$ cat config.mk
export PLATFORM = sky130hd
export DESIGN_NAME = cache_pmem_arbiter_flat
export DESIGN_NICKNAME = d
export VERILOG_FILES = /design/src/rtl/cache_pmem_arbiter_if.sv /design/src/rtl/cache_pmem_arbiter.sv /design/src/flat_wrapper.sv
export SDC_FILE = /design/constraint.sdc
export NUM_CORES = 1
export LEC_CHECK = 0
export ABC_AREA = 0
export CORE_AREA = 5 5 539 541
export DETAILED_ROUTE_END_ITERATION = 6
export DIE_AREA = 0 0 544 546
export MAX_ROUTING_LAYER = met4
export PLACE_DENSITY = 0.3
export SLEW_MARGIN = 20
export SYNTH_ARGS = -nofsm -noshare
export SYNTH_HDL_FRONTEND = slang
export SYNTH_SLANG_ARGS = --single-unit
$ cat constraint.sdc
create_clock -name clk -period 12.9 [get_ports clk]
set_input_delay 2.58 -clock clk [delete_from_list [all_inputs] [get_ports clk]]
set_output_delay 2.58 -clock clk [all_outputs]
set_load 0.005 [all_outputs]
$ cat src/rtl/cache_pmem_arbiter_if.sv
// cache_pmem_arbiter_if: cache-side and adaptor-side signals of the
// physical-memory arbiter, bundled so the arbiter and its environment share
// one definition.
//   slave  : arbiter view (takes cache requests, drives the adaptor)
//   master : environment view (caches plus cacheline adaptor)
interface cache_pmem_arbiter_if #(
  parameter int LINE_WIDTH = 256,
  parameter int ADDR_WIDTH = 32
);
  // I-cache side
  logic                  i_pmem_read_i;
  logic [ADDR_WIDTH-1:0] i_pmem_address_i;
  logic [LINE_WIDTH-1:0] i_pmem_rdata_o;
  logic                  i_pmem_resp_o;
  // D-cache side
  logic                  d_pmem_read_i;
  logic                  d_pmem_write_i;
  logic [ADDR_WIDTH-1:0] d_pmem_address_i;
  logic [LINE_WIDTH-1:0] d_pmem_wdata_i;
  logic [LINE_WIDTH-1:0] d_pmem_rdata_o;
  logic                  d_pmem_resp_o;
  // cacheline adaptor side
  logic                  mem_read_o;
  logic                  mem_write_o;
  logic [ADDR_WIDTH-1:0] mem_address_o;
  logic [LINE_WIDTH-1:0] mem_wdata_o;
  logic [LINE_WIDTH-1:0] mem_rdata_i;
  logic                  mem_resp_i;

  modport slave (
    input  i_pmem_read_i, i_pmem_address_i,
    input  d_pmem_read_i, d_pmem_write_i, d_pmem_address_i, d_pmem_wdata_i,
    input  mem_rdata_i, mem_resp_i,
    output i_pmem_rdata_o, i_pmem_resp_o,
    output d_pmem_rdata_o, d_pmem_resp_o,
    output mem_read_o, mem_write_o, mem_address_o, mem_wdata_o
  );

  modport master (
    output i_pmem_read_i, i_pmem_address_i,
    output d_pmem_read_i, d_pmem_write_i, d_pmem_address_i, d_pmem_wdata_i,
    output mem_rdata_i, mem_resp_i,
    input  i_pmem_rdata_o, i_pmem_resp_o,
    input  d_pmem_rdata_o, d_pmem_resp_o,
    input  mem_read_o, mem_write_o, mem_address_o, mem_wdata_o
  );
endinterface

$ cat src/rtl/cache_pmem_arbiter.sv
// cache_pmem_arbiter: shares the single cacheline-wide physical-memory port
// between the I-cache miss path and the D-cache miss/writeback path.
// One requester is granted at a time; the grant is held until the adaptor
// responds, followed by one RECOVER cycle so a stale request cannot be
// granted again.
// Optional build macro PMEM_ARB_ROUND_ROBIN_EN: on a collision, grant the
// requester not served last. Without it the D-cache always wins a collision.

// Protocol checker: a D-cache read and writeback must never be requested
// together.
module cache_pmem_arbiter_chk (
  input logic clk,
  input logic rst,
  input logic d_read,
  input logic d_write
);
  a_d_rw_exclusive: assert property (@(posedge clk) disable iff (rst) !(d_read && d_write))
    else $error("cache_pmem_arbiter: d_pmem_read_i and d_pmem_write_i both high");
endmodule

module cache_pmem_arbiter #(
  parameter int LINE_WIDTH = 256,
  parameter int ADDR_WIDTH = 32
) (
  input logic                  clk,
  input logic                  rst,
  cache_pmem_arbiter_if.slave  bus
);

  typedef enum logic [1:0] {
    IDLE    = 2'd0,
    GRANT_I = 2'd1,
    GRANT_D = 2'd2,
    RECOVER = 2'd3
  } state_t;

  state_t                r_state;
  logic                  r_mem_read;
  logic                  r_mem_write;
  logic [ADDR_WIDTH-1:0] r_mem_address;
  logic [LINE_WIDTH-1:0] r_mem_wdata;
`ifdef PMEM_ARB_ROUND_ROBIN_EN
  logic                  r_last_grant;   // 1'b0 = I served last, 1'b1 = D served last
`endif

  logic w_d_req;
  logic w_pick_d;
  logic w_i_resp;
  logic w_d_resp;

  // Arbitration decision taken while IDLE.
  always_comb begin
    w_d_req  = bus.d_pmem_read_i | bus.d_pmem_write_i;
`ifdef PMEM_ARB_ROUND_ROBIN_EN
    w_pick_d = w_d_req & (~bus.i_pmem_read_i | ~r_last_grant);
`else
    w_pick_d = w_d_req;
`endif
  end

  // Arbiter FSM; captures the winner's command so the adaptor sees a stable
  // request for the whole grant regardless of what the requester does.
  always_ff @(posedge clk or posedge rst) begin
    if (rst) begin
      r_state       <= IDLE;
      r_mem_read    <= 1'b0;
      r_mem_write   <= 1'b0;
      r_mem_address <= {ADDR_WIDTH{1'b0}};
      r_mem_wdata   <= {LINE_WIDTH{1'b0}};
`ifdef PMEM_ARB_ROUND_ROBIN_EN
      r_last_grant  <= 1'b0;
`endif
    end else begin
      case (r_state)
        IDLE: begin
          if (w_pick_d) begin
            // a read+write collision is a protocol error; the writeback wins
            r_state       <= GRANT_D;
            r_mem_read    <= ~bus.d_pmem_write_i;
            r_mem_write   <= bus.d_pmem_write_i;
            r_mem_address <= bus.d_pmem_address_i;
            r_mem_wdata   <= bus.d_pmem_wdata_i;
`ifdef PMEM_ARB_ROUND_ROBIN_EN
            r_last_grant  <= 1'b1;
`endif
          end else if (bus.i_pmem_read_i) begin
            r_state       <= GRANT_I;
            r_mem_read    <= 1'b1;
            r_mem_write   <= 1'b0;
            r_mem_address <= bus.i_pmem_address_i;
`ifdef PMEM_ARB_ROUND_ROBIN_EN
            r_last_grant  <= 1'b0;
`endif
          end else begin
            r_state     <= IDLE;
            r_mem_read  <= 1'b0;
            r_mem_write <= 1'b0;
          end
        end
        GRANT_I, GRANT_D: begin
          if (bus.mem_resp_i) begin
            r_state     <= RECOVER;
            r_mem_read  <= 1'b0;
            r_mem_write <= 1'b0;
          end else begin
            r_state     <= r_state;
            r_mem_read  <= r_mem_read;
            r_mem_write <= r_mem_write;
          end
        end
        RECOVER: begin
          r_state     <= IDLE;
          r_mem_read  <= 1'b0;
          r_mem_write <= 1'b0;
        end
        default: begin
          r_state     <= IDLE;
          r_mem_read  <= 1'b0;
          r_mem_write <= 1'b0;
        end
      endcase
    end
  end

  // Route the adaptor's completion to the granted requester only.
  always_comb begin
    w_i_resp = 1'b0;
    w_d_resp = 1'b0;
    case (r_state)
      GRANT_I: w_i_resp = bus.mem_resp_i;
      GRANT_D: w_d_resp = bus.mem_resp_i;
      default: begin
        w_i_resp = 1'b0;
        w_d_resp = 1'b0;
      end
    endcase
  end

  assign bus.i_pmem_resp_o  = w_i_resp;
  assign bus.d_pmem_resp_o  = w_d_resp;
  // read data is gated so the caches never see X from an idle adaptor
  assign bus.i_pmem_rdata_o = w_i_resp ? bus.mem_rdata_i : {LINE_WIDTH{1'b0}};
  assign bus.d_pmem_rdata_o = w_d_resp ? bus.mem_rdata_i : {LINE_WIDTH{1'b0}};
  assign bus.mem_read_o     = r_mem_read;
  assign bus.mem_write_o    = r_mem_write;
  assign bus.mem_address_o  = r_mem_address;
  assign bus.mem_wdata_o    = r_mem_wdata;

  cache_pmem_arbiter_chk u_chk (
    .clk     (clk),
    .rst     (rst),
    .d_read  (bus.d_pmem_read_i),
    .d_write (bus.d_pmem_write_i)
  );

endmodule

$ cat src/flat_wrapper.sv
// flat-port wrapper written by rule: the top's interface ports become plain ports
module cache_pmem_arbiter_flat 
#(
  parameter int LINE_WIDTH = 256,
  parameter int ADDR_WIDTH = 32
)
  (clk, rst, bus_i_pmem_read_i, bus_i_pmem_address_i, bus_d_pmem_read_i, bus_d_pmem_write_i, bus_d_pmem_address_i, bus_d_pmem_wdata_i, bus_mem_rdata_i, bus_mem_resp_i, bus_i_pmem_rdata_o, bus_i_pmem_resp_o, bus_d_pmem_rdata_o, bus_d_pmem_resp_o, bus_mem_read_o, bus_mem_write_o, bus_mem_address_o, bus_mem_wdata_o);
  cache_pmem_arbiter_if #(.LINE_WIDTH(LINE_WIDTH), .ADDR_WIDTH(ADDR_WIDTH)) bus_i ();
  input logic clk;
  input logic rst;
  input wire logic [$bits(bus_i.i_pmem_read_i)-1:0] bus_i_pmem_read_i;
  input wire logic [$bits(bus_i.i_pmem_address_i)-1:0] bus_i_pmem_address_i;
  input wire logic [$bits(bus_i.d_pmem_read_i)-1:0] bus_d_pmem_read_i;
  input wire logic [$bits(bus_i.d_pmem_write_i)-1:0] bus_d_pmem_write_i;
  input wire logic [$bits(bus_i.d_pmem_address_i)-1:0] bus_d_pmem_address_i;
  input wire logic [$bits(bus_i.d_pmem_wdata_i)-1:0] bus_d_pmem_wdata_i;
  input wire logic [$bits(bus_i.mem_rdata_i)-1:0] bus_mem_rdata_i;
  input wire logic [$bits(bus_i.mem_resp_i)-1:0] bus_mem_resp_i;
  output wire logic [$bits(bus_i.i_pmem_rdata_o)-1:0] bus_i_pmem_rdata_o;
  output wire logic [$bits(bus_i.i_pmem_resp_o)-1:0] bus_i_pmem_resp_o;
  output wire logic [$bits(bus_i.d_pmem_rdata_o)-1:0] bus_d_pmem_rdata_o;
  output wire logic [$bits(bus_i.d_pmem_resp_o)-1:0] bus_d_pmem_resp_o;
  output wire logic [$bits(bus_i.mem_read_o)-1:0] bus_mem_read_o;
  output wire logic [$bits(bus_i.mem_write_o)-1:0] bus_mem_write_o;
  output wire logic [$bits(bus_i.mem_address_o)-1:0] bus_mem_address_o;
  output wire logic [$bits(bus_i.mem_wdata_o)-1:0] bus_mem_wdata_o;
  assign bus_i.i_pmem_read_i = bus_i_pmem_read_i;
  assign bus_i.i_pmem_address_i = bus_i_pmem_address_i;
  assign bus_i.d_pmem_read_i = bus_d_pmem_read_i;
  assign bus_i.d_pmem_write_i = bus_d_pmem_write_i;
  assign bus_i.d_pmem_address_i = bus_d_pmem_address_i;
  assign bus_i.d_pmem_wdata_i = bus_d_pmem_wdata_i;
  assign bus_i.mem_rdata_i = bus_mem_rdata_i;
  assign bus_i.mem_resp_i = bus_mem_resp_i;
  assign bus_i_pmem_rdata_o = bus_i.i_pmem_rdata_o;
  assign bus_i_pmem_resp_o = bus_i.i_pmem_resp_o;
  assign bus_d_pmem_rdata_o = bus_i.d_pmem_rdata_o;
  assign bus_d_pmem_resp_o = bus_i.d_pmem_resp_o;
  assign bus_mem_read_o = bus_i.mem_read_o;
  assign bus_mem_write_o = bus_i.mem_write_o;
  assign bus_mem_address_o = bus_i.mem_address_o;
  assign bus_mem_wdata_o = bus_i.mem_wdata_o;
  cache_pmem_arbiter #(.LINE_WIDTH(LINE_WIDTH), .ADDR_WIDTH(ADDR_WIDTH)) u_core (.clk(clk), .rst(rst), .bus(bus_i));
endmodule
After elaboration in Yosys (flattened, before gate mapping). Cells that the tools add are included.

Output and inout port bits: 804. Bits of input ports: 582. Logic and storage cells: 32. Bits in registers: 292.

Reduce and logical (&&, ||, !) cells: 5. Bitwise logic cells: 2. Multiplexer cells: 16. Equal/unequal tests: 4.

Operator list (count): $mux 256 (2); $mux 32 (2); $mux 1 (7); $pmux 1 s3 (2); $pmux 2 s3 (1); $eq 2x2->1 const B (2); $mux 2 (2); $reduce_and 2->1 (2); $eq 2x1->1 const B (1); $logic_not 2->1 (1); $ne 2x2->1 const B (1); $reduce_bool 2->1 (1); $reduce_or 2->1 (1); $not 1->1 (1); $or 1x1->1 (1).

Logic depth before layout (Yosys ltp). Gate-level depths: netlist of the first run.

Depth in word-level cells: 3. Depth in mapped cells: 7. Depth with buffers taken out: 5.

Worst setup path before layout of the first run. Ideal clock, no wire load.

Path type: input to output. Start: input bus_mem_resp_i. End: output bus_d_pmem_rdata_o[174]. Cell stages on the path: 4. Path buffers: 3. Arrival: 3296 ps. Required time: 10320 ps. Slack: 7024 ps. Cell sequence: buf_2 buf_2 clkbuf_1 and3_1.

Longest elaborated chain between the ends: 2.

RTL lines: from (decl) (RTL line flat_wrapper.sv:18) `input wire logic [$bits(bus_i.mem_resp_i)-1:0] bus_mem_resp_i;`; $mux 1 (RTL line cache_pmem_arbiter.sv:129) `case (r_state)`; $mux 256 (RTL line cache_pmem_arbiter.sv:143) `assign bus.d_pmem_rdata_o = w_d_resp ? bus.mem_rdata_i : {LINE_WIDTH{1'b0}};`; to (decl) (RTL line flat_wrapper.sv:21) `output wire logic [$bits(bus_i.d_pmem_rdata_o)-1:0] bus_d_pmem_rdata_o;`.

Every way passes these cells.

Final worst setup path of the first run.
Start: input bus_mem_resp_i. End: output bus_i_pmem_rdata_o[108].

Longest elaborated chain between the ends: 2.

RTL lines: $mux 1 (RTL line cache_pmem_arbiter.sv:129); $mux 256 (RTL line cache_pmem_arbiter.sv:142) `assign bus.i_pmem_rdata_o = w_i_resp ? bus.mem_rdata_i : {LINE_WIDTH{1'b0}};`; to (decl) (RTL line flat_wrapper.sv:19) `output wire logic [$bits(bus_i.i_pmem_rdata_o)-1:0] bus_i_pmem_rdata_o;`.

Every way passes these cells.

==> flow_metrics.tcl, run 1 <==
set metrics [dict create \
    status "finished clean" \
    layout.cells.non_filler 6490 \
    max-vdd-ir-drop_uv 124 \
    worstSetupEndpointType "primary output" \
    final-setup-viol-count 0 \
    postCtsSetupRepairBufs 0 \
    crit_arrival_ns 5.23 \
    p_leak_nw 13.8 \
    placementRows 196 \
    slew_headroom_pct 27.2 \
    wl_per_cell_um 35.3 \
    max_slew.worst_pin.slew_ns 1.09 \
    period_needed_ns 7.81 \
    via_count 18200 \
    fin_util_pct 12.2 \
    slew_viol_final 0 \
    grt_use_total_pct 15.1 \
    clk_pin_slew_worst_paths_ns 0.05 \
    crit_required_ns 10.32 \
    place_ws_ns 5.28 \
    grt_pass1_vias 18800 \
    clock.fmax_mhz 128 \
    cap_violations 0 \
    first_pass_iters 5 \
    hold_slack_ns 0.476 \
    netlist_area_mm2 0.0149 \
    busiest_layer "met2" \
    timing.final.ws_setup_ns 5.09 \
    cts.repair.resized 0 \
    ctsLongestPathBuffers 3 \
    overflow 0 \
    setup.worst_path.start_class "primary input" \
    grt_use_met1_pct 16.5 \
    coreArea_mm2 0.284 \
    syn_avg_cell_area_um2 11.2 \
    cts_max_level 2 \
    path_class "in -> out" \
    initial_core_util_pct 5.24 \
    area_growth_pct 132 \
    viasPerCell 2.80 \
    dp.cells 6343 \
    p_sw_share_pct 42.1 \
    first_iter_violations 1350 \
    routabilityCongestion 0.864 \
    grt_max_degree 290 \
    synth_cell_type_count 23 \
    rsz0062_at_grt "false" \
    cts_made_buffers 47 \
    ys_ff_latch 292 \
    dieArea_mm2 0.297 \
    p_per_area_mw_per_mm2 203 \
    num_io_pins 1386 \
    die_w_um 544 \
    ant_nets 0 \
    ys_warn_count 0 \
    fin_worst_skew_ns 0.0471 \
    p_sw_mw 2.95 \
    grt_pass1_wl_um 271000 \
    seq_power_share_pct 23.5 \
    grt_util_met2_pct 21.9 \
    syn-num-nets 1917 \
    io_buffers 1385 \
    finalSetupTns_ns 0 \
    antenna_found_initial 248 \
    chipHeight_um 546 \
    insertion_delay_ns 0.66 \
    root_buffer "clkbuf_16" \
    nets 3217 \
    postCtsHoldBufs 0 \
    min_path_type "reg -> reg" \
    drcViolationCount 0 \
    fin_crit_sh_pct 60.6 \
    path_max_fanout 208 \
    hold_viol 0 \
    postSynthCellCount 1331 \
    clkSinkCount 292 \
    grt_use_met3_pct 11.8 \
    cts_tree "done" \
    p_clk_share_pct 18.7 \
    drive_above_1_share_pct 13.3 \
    dp_hpwl_um 203000 \
    drt_wl_total_um 229000 \
    ys_seq_area_share_pct 49.0 \
    power.internal_mw 4.07 \
    power_frac_comb_pct 57.7 \
]
==> power groups by stage <==
stage	clock, mW	sequential, mW	combinational, mW
after global routing	1.42	1.71	4.39
final	1.32	1.65	4.05
after CTS	1.41	1.66	4.17
after global placement	0	1.65	4.19
after floorplan	0	1.66	1.17
after detailed placement	0	1.66	4.15
==> cell usage in the layout (no fill, tap or decap), types with 3 or more instances in the layout <==
cell,instances
mux2i_1,32
clkbuf_1,9
clkinvlp_4,3
nand2_1,35
clkinv_2,7
clkdlybuf4s50_1,1384
clkbuf_8,10
diode_2,62
o21ai_0,33
mux2_2,256
buf_4,11
clkinv_4,3
buf_12,3
and3_1,512
dfrtp_1,292
clkbuf_16,47
==> stage by stage <==
step                      total power [mW]  cell area (um^2)
after floorplan                       2.84             14900
after global placement                5.83             32900
after detailed placement              5.82             33000
after CTS                             7.24             34500
after global routing                  7.53             34600
final                                 7.02             34600
==> worst paths after layout <==
kind                                         startpoint                            to  slack [ns]  cells after the start
max                                      bus_mem_resp_i       bus_i_pmem_rdata_o[108]        5.09                      5
min                        u_core.bus.mem_address_o[27]  u_core.bus.mem_address_o[27]        0.48                      2
max reg2reg                           u_core.r_state[0]    u_core.bus.mem_wdata_o[26]        9.12                      7
min reg2reg                u_core.bus.mem_address_o[27]  u_core.bus.mem_address_o[27]        0.48                      2
max in group asynchronous                           rst  u_core.bus.mem_address_o[18]        9.03                      3
min in group asynchronous                           rst   u_core.bus.mem_wdata_o[200]        2.42                      2
==> critical path, stage by stage <==
cell and delay [ns]:
buf_8 0.46, buf_12 0.35, buf_16 0.47, and3_1 0.38
clkdlybuf4s50_1 0.62
==> final cells by class <==
type / count / area, um^2
multi-input cells: 885 / 6890
fillers: 32500 / 250000
inverters: 3 / 18.8
clock inverters: 18 / 164
diodes: 62 / 155
repair buffers: 1402 / 14100
well taps: 3762 / 4710
flip-flops and latches: 292 / 7310
clock buffers: 66 / 1350
==> logic make-up after synthesis <==
group	Yosys count	share of synthesized area, %
buffers and inverters	154	5.15
AOI/OAI and AO/OA	41	1.45
adders and majority gates	4	0.336
DFF	292	49.0
and+or+nand+nor	552	22.6
muxes	288	21.5
==> flip-flops by register name (all words and copies together), names as in the netlist <==
signal / flops
u_core.bus.mem_address_o: 32
u_core.bus.mem_read_o: 1
u_core.bus.mem_wdata_o: 256
u_core.bus.mem_write_o: 1
u_core.r_state: 2
==> cells in the mapped netlist <==
cell type,n,area (um^2)
o21a_1,1,7.51
nor2b_1,1,6.26
buf_6,17,191
nor2_2,1,6.26
a21oi_1,2,10.0
nor2_1,1,3.75
dfrtp_1,292,7310
and2_1,2,12.5
a31oi_1,1,6.26
mux2_2,256,2880
o21ai_0,33,165
nand2_1,35,131
clkbuf_1,110,413
mux2i_1,32,320
buf_4,13,97.6
buf_2,10,50.1
and3_1,512,3200
inv_1,3,11.3
ha_1,4,50.1
o31ai_1,2,15.0
a21boi_0,1,7.51
o21ai_1,1,5.00
clkbuf_2,1,5.00
==> per-layer routing <==
layer  vias up  routed length, um
met5         -                  0
met4         0               5220
met1      8754              87500
met3       368              41600
met2      1532              94700
li1       7507                  -
(Power assumes the default switching activity.)
==> run 2: changes to the inputs <==
==> constraint.sdc (replaced) <==
create_clock -name clk -period 7.48 [get_ports clk]
set_input_delay 1.496 -clock clk [delete_from_list [all_inputs] [get_ports clk]]
set_output_delay 1.496 -clock clk [all_outputs]
set_load 0.005 [all_outputs]
==> run 2 against run 1 <==
Net effect: critical path depth shrank 1; largest power group unchanged; routed wire length grew 0.43%; count of clock-buffer cells in the layout fell by 7; the flow now finishes with violations (design-rule violations); sequential power rose by 73%; clock power rose by 60%; global-route usage grew 0.080 points.
==> flow_metrics.tcl, run 2 (synthesized netlist as in run 1, its figures left out) <==
set metrics [dict create \
    final-setup-viol-count 0 \
    grt_pass1_wl_um 273000 \
    nets 3216 \
    mostFrequentLayoutCells "1384 x clkdlybuf4s50_1, 512 x and3_1, 292 x dfrtp_1" \
    insertion_delay_ns 0.64 \
    hold_viol 0 \
    cts_tree "done" \
    drt_wl_total_um 230000 \
    power_frac_comb_pct 58.3 \
    slew_viol_final 0 \
    initial_core_util_pct 5.24 \
    rrSetupSlack_ns 5.02 \
    fin_crit_sh_pct 72.0 \
    wl_per_cell_um 35.6 \
    cts.repair.resized 0 \
    path_max_fanout 128 \
    largest_reg_flops 256 \
    ant_nets 0 \
    finalSetupTns_ns 0 \
    fin_util_pct 12.1 \
    period_needed_ns 5.38 \
    max_slew.worst_pin.slew_ns 1.03 \
    crit_required_ns 5.98 \
    cts_made_buffers 42 \
    first_iter_violations 1327 \
    ctsLongestPathBuffers 3 \
    dieArea_mm2 0.297 \
    overflow 0 \
    setup.worst_path.start "bus_mem_resp_i" \
    p_per_area_mw_per_mm2 345 \
    grt_use_total_pct 15.2 \
    setup.worst_path.start_class "primary input" \
    chipHeight_um 546 \
    r2r_cells 5 \
    drcViolationCount 2 \
    postCtsSetupRepairBufs 0 \
    r2r_start "u_core.r_state[0]" \
    slew_headroom_pct 31.1 \
    viasPerCell 2.84 \
    grt_max_degree 191 \
    rsz0062_at_grt "false" \
    p_sw_mw 4.97 \
    worstSetupEndpointType "primary output" \
    first_pass_iters 7 \
    fin_worst_skew_ns 0.0432 \
    coreArea_mm2 0.284 \
    max-vdd-ir-drop_uv 194 \
    clock.fmax_mhz 186 \
    dp_hpwl_um 205000 \
    p_sw_share_pct 41.7 \
    min_path_type "reg -> reg" \
    drive_above_1_share_pct 12.9 \
    grt_pass1_vias 18800 \
    crit-reg2reg-capture "u_core.bus.mem_wdata_o[250]" \
    crit_path_end "bus_i_pmem_rdata_o[244]" \
    path_class "in -> out" \
    p_leak_nw 13.8 \
    seq_power_share_pct 24.0 \
    num_io_pins 1386 \
    violations "design-rule violations" \
    area_growth_pct 132 \
    cts_max_level 2 \
    die_w_um 544 \
    cap_violations 0 \
    root_buffer "clkbuf_16" \
    io_buffers 1385 \
    final_common_cell "clkdlybuf4s50_1" \
    p_clk_share_pct 17.7 \
    clk_pin_slew_worst_paths_ns 0.05 \
    postCtsHoldBufs 0 \
    placementRows 196 \
    power.internal_mw 6.96 \
    crit_arrival_ns 3.89 \
    status "finished, violations left" \
    via_count 18300 \
    antenna_found_initial 250 \
    clkSinkCount 292 \
    routabilityCongestion 0.866 \
]
## run 2: cell types whose count changed in the layout (fill, tap and decap cells not counted), sizes merged
| cell | change |
|---|---|
| clkinvlp | -1 |
| bufinv | +3 |
| clkinv | -5 |
| diode | -14 |
| inv | -3 |
| buf | +4 |
| clkbuf | -7 |
## run 2: area by class of cell
| cell class | count | area, um^2 |
|---|---|---|
| clock buffers | 59 | 1170 |
| clock inverters | 12 | 185 |
| fillers | 32500 | 250000 |
| repair buffers | 1406 | 14100 |
| diodes | 48 | 120 |
| multi-input cells | 885 | 6890 |
| well taps | 3762 | 4710 |
| inverters | 3 | 15.0 |
| flip-flops and latches | 292 | 7310 |
## run 2: power groups by stage
| stage | Clock [mW] | Combinational [mW] | Sequential [mW] |
|---|---|---|---|
| after floorplan | 0 | 2.02 | 2.87 |
| after global placement | 0 | 7.23 | 2.86 |
| after detailed placement | 0 | 7.17 | 2.87 |
| after CTS | 2.24 | 7.21 | 2.87 |
| after global routing | 2.28 | 7.56 | 2.97 |
| final | 2.11 | 6.95 | 2.86 |
## run 2: how the worst min path moves through the flow
| stage | start | end | depth (start not counted) |
|---|---|---|---|
| 2_1_floorplan | u_core.bus.mem_read_o | u_core.bus.mem_read_o | 2 |
| 3_3_place_gp | u_core.bus.mem_address_o[3] | u_core.bus.mem_address_o[3] | 2 |
| 3_5_place_dp | u_core.bus.mem_address_o[10] | u_core.bus.mem_address_o[10] | 2 |
| 4_1_cts | u_core.bus.mem_address_o[12] | u_core.bus.mem_address_o[12] | 2 |
| 5_1_grt | u_core.bus.mem_address_o[12] | u_core.bus.mem_address_o[12] | 2 |
| 6_report | u_core.bus.mem_address_o[18] | u_core.bus.mem_address_o[18] | 2 |
## run 2: through the flow
stage	setup WS [ns]	instances	power [mW]	instance area (um^2)	hold slack [ns]
after floorplan	2.11	1331	4.89	14900	0.473
after global placement	2.04	6347	10.1	33000	0.468
after detailed placement	2.06	6347	10.0	33000	0.474
after CTS	1.94	6418	12.3	34400	0.490
after global routing	1.97	6447	12.8	34500	0.497
final	2.10	6467	11.9	34500	0.483
## run 2: worst max-delay path, cell delays in order
cell             delay (ns)
buf_8                  0.45
buf_12                 0.48
and3_1                 0.58
clkdlybuf4s50_1        0.63
## run 2: per-layer routing
| metal | GRT usage, % | wire [um] | vias to the layer above | part of all wire, % |
|---|---|---|---|---|
| li1 | - | - | 7463 | - |
| met1 | 18.4 | 94800 | 8978 | 41 |
| met2 | 22.1 | 95000 | 1530 | 41 |
| met3 | 9.39 | 35900 | 372 | 16 |
| met4 | 1.81 | 4270 | 0 | 1.9 |
| met5 | - | 0 | - | 0 |
==> run 3: changes to the inputs <==
==> constraint.sdc (replaced) <==
create_clock -name clk -period 5.4 [get_ports clk]
set_input_delay 1.08 -clock clk [delete_from_list [all_inputs] [get_ports clk]]
set_output_delay 1.08 -clock clk [all_outputs]
set_load 0.005 [all_outputs]
==> run 3 against run 2 <==
Net effect: the flow now finishes without violations; critical endpoint is now bus_i_pmem_rdata_o[247]; largest power group unchanged; register-to-register slack worse by 1.9 ns; worst setup slack worse by 1.2 ns; sequential power up 38%.
==> flow_metrics.tcl, run 3 (synthesized netlist as in run 1, its figures left out) <==
set metrics [dict create \
    status "finished clean" \
    worstSetupEndpointType "primary output" \
    viasPerCell 2.80 \
    max_stage_delay_ns 0.69 \
    num_io_pins 1386 \
    crit_required_ns 4.32 \
    die_w_um 544 \
    grt_max_degree 127 \
    largest_reg_flops 256 \
    area_growth_pct 132 \
    ant_nets 0 \
    insertion_delay_ns 0.64 \
    chipHeight_um 546 \
    period_needed_ns 4.47 \
    setup.worst_path.start "u_core.r_state[1]" \
    drt_wl_total_um 231000 \
    antenna_found_initial 254 \
    crit_arrival_ns 3.39 \
    clkSinkCount 292 \
    setup.worst_path.start_class "flop" \
    cts.repair.resized 0 \
    crit_chain "inv_1 > ha_4 > buf_12 > and3_1 > clkdlybuf4s50_1" \
    mostFrequentLayoutCells "1384 x clkdlybuf4s50_1, 512 x and3_1, 292 x dfrtp_1" \
    first_iter_violations 1166 \
    dp_hpwl_um 207000 \
    final_common_cell "clkdlybuf4s50_1" \
    nets 3225 \
    slew_viol_final 0 \
    fin_crit_sh_pct 82.7 \
    cap_violations 0 \
    final-setup-viol-count 0 \
    io_buffers 1385 \
    p_per_area_mw_per_mm2 480 \
    hold_viol 0 \
    path_max_fanout 75 \
    initial_core_util_pct 5.24 \
    max-vdd-ir-drop_uv 232 \
    worstSetupPathDepth 5 \
    clock.fmax_mhz 224 \
    drive_above_1_share_pct 13.2 \
    postCtsHoldBufs 0 \
    path_class "reg -> out" \
    crit_path_end "bus_i_pmem_rdata_o[247]" \
    cp_num_buf_inv 3 \
    drcViolationCount 0 \
    root_buffer "clkbuf_16" \
    overflow 0 \
    wl_per_cell_um 35.7 \
    grt_use_total_pct 15.3 \
    rrSetupSlack_ns 3.14 \
    postCtsSetupRepairBufs 0 \
    placed_area_mm2 0.0332 \
    finalSetupTns_ns 0 \
    routabilityCongestion 0.863 \
    grt_pass1_vias 18700 \
    finalInstanceArea_mm2 0.0346 \
    min_path_type "reg -> reg" \
    cts_made_buffers 41 \
    r2r_start "u_core.r_state[0]" \
    clk_pin_slew_worst_paths_ns 0.07 \
    cts_max_level 2 \
    final.fill_count 32500 \
    crit_family "buffers and inverters" \
    slew_headroom_pct 31.5 \
    r2r_cells 5 \
    first_pass_iters 5 \
    placementRows 196 \
    crit-reg2reg-capture "u_core.bus.mem_wdata_o[193]" \
    cts_tree "done" \
    fin_worst_skew_ns 0.0368 \
    dieArea_mm2 0.297 \
    grt_pass1_wl_um 274000 \
    multiInputGateArea_mm2 0.00689 \
    ctsLongestPathBuffers 3 \
    rsz0062_at_grt "false" \
    via_count 18100 \
    register_area_mm2 0.00731 \
    p_leak_nw 13.9 \
    coreArea_mm2 0.284 \
    max_slew.worst_pin.slew_ns 1.03 \
    slowest_stage "ha_4" \
]
-- run 3: layout make-up --
type                            count  share of cell area (%)
Inverter                            3                  0.0434
Sequential cell                   292                    21.1
Clock buffer                       57                    3.28
Multi-Input combinational cell    885                    19.9
Timing Repair Buffer             1416                    41.2
Clock inverter                     13                   0.611
Antenna cell                       43                   0.311
Tap cell                         3762                    13.6
-- run 3: worst min-delay path by stage --
stage                                       startpoint                            to  slack, ns  cells past startpoint
final                      u_core.bus.mem_address_o[9]   u_core.bus.mem_address_o[9]       0.48                      2
after global routing      u_core.bus.mem_address_o[27]  u_core.bus.mem_address_o[27]       0.50                      2
after CTS                 u_core.bus.mem_address_o[11]  u_core.bus.mem_address_o[11]       0.48                      2
after detailed placement  u_core.bus.mem_address_o[11]  u_core.bus.mem_address_o[11]       0.47                      2
after global placement     u_core.bus.mem_address_o[9]   u_core.bus.mem_address_o[9]       0.46                      2
after floorplan                  u_core.bus.mem_read_o         u_core.bus.mem_read_o       0.47                      2
-- run 3: power breakdown --
part	switching [mW]	internal, mW
clock	1.21	1.71
combinational	5.09	4.67
sequential	0.620	3.33
-- run 3: metrics by stage --
stage / std cells / utilization (%) / hold slack [ns] / worst slack (ns) / power, mW
2_1_floorplan: 1331 / - / 0.473 / 0.445 / 6.78
3_3_place_gp: 6358 / 11.7 / 0.464 / 0.958 / 14.1
3_5_place_dp: 6358 / 11.7 / 0.473 / 0.951 / 14.1
4_1_cts: 6428 / 12.1 / 0.483 / 0.732 / 17.2
5_1_grt: 6450 / 12.2 / 0.499 / 0.711 / 17.9
6_report: 6471 / 12.2 / 0.477 / 0.933 / 16.6
-- run 3: metal layers --
layer	vias to the layer above	GRT usage, %	routed length, um
li1	7469	-	-
met5	-	-	0
met3	346	8.96	33800
met4	0	1.08	3090
met2	1453	22.8	97300
met1	8876	18.6	96800
-- run 3: worst min-delay path, delay by kind of cell (launching register included) --
kind            cells  cell delay, ns
compound gates      1            0.06
simple gates        1            0.04
flops               1            0.34
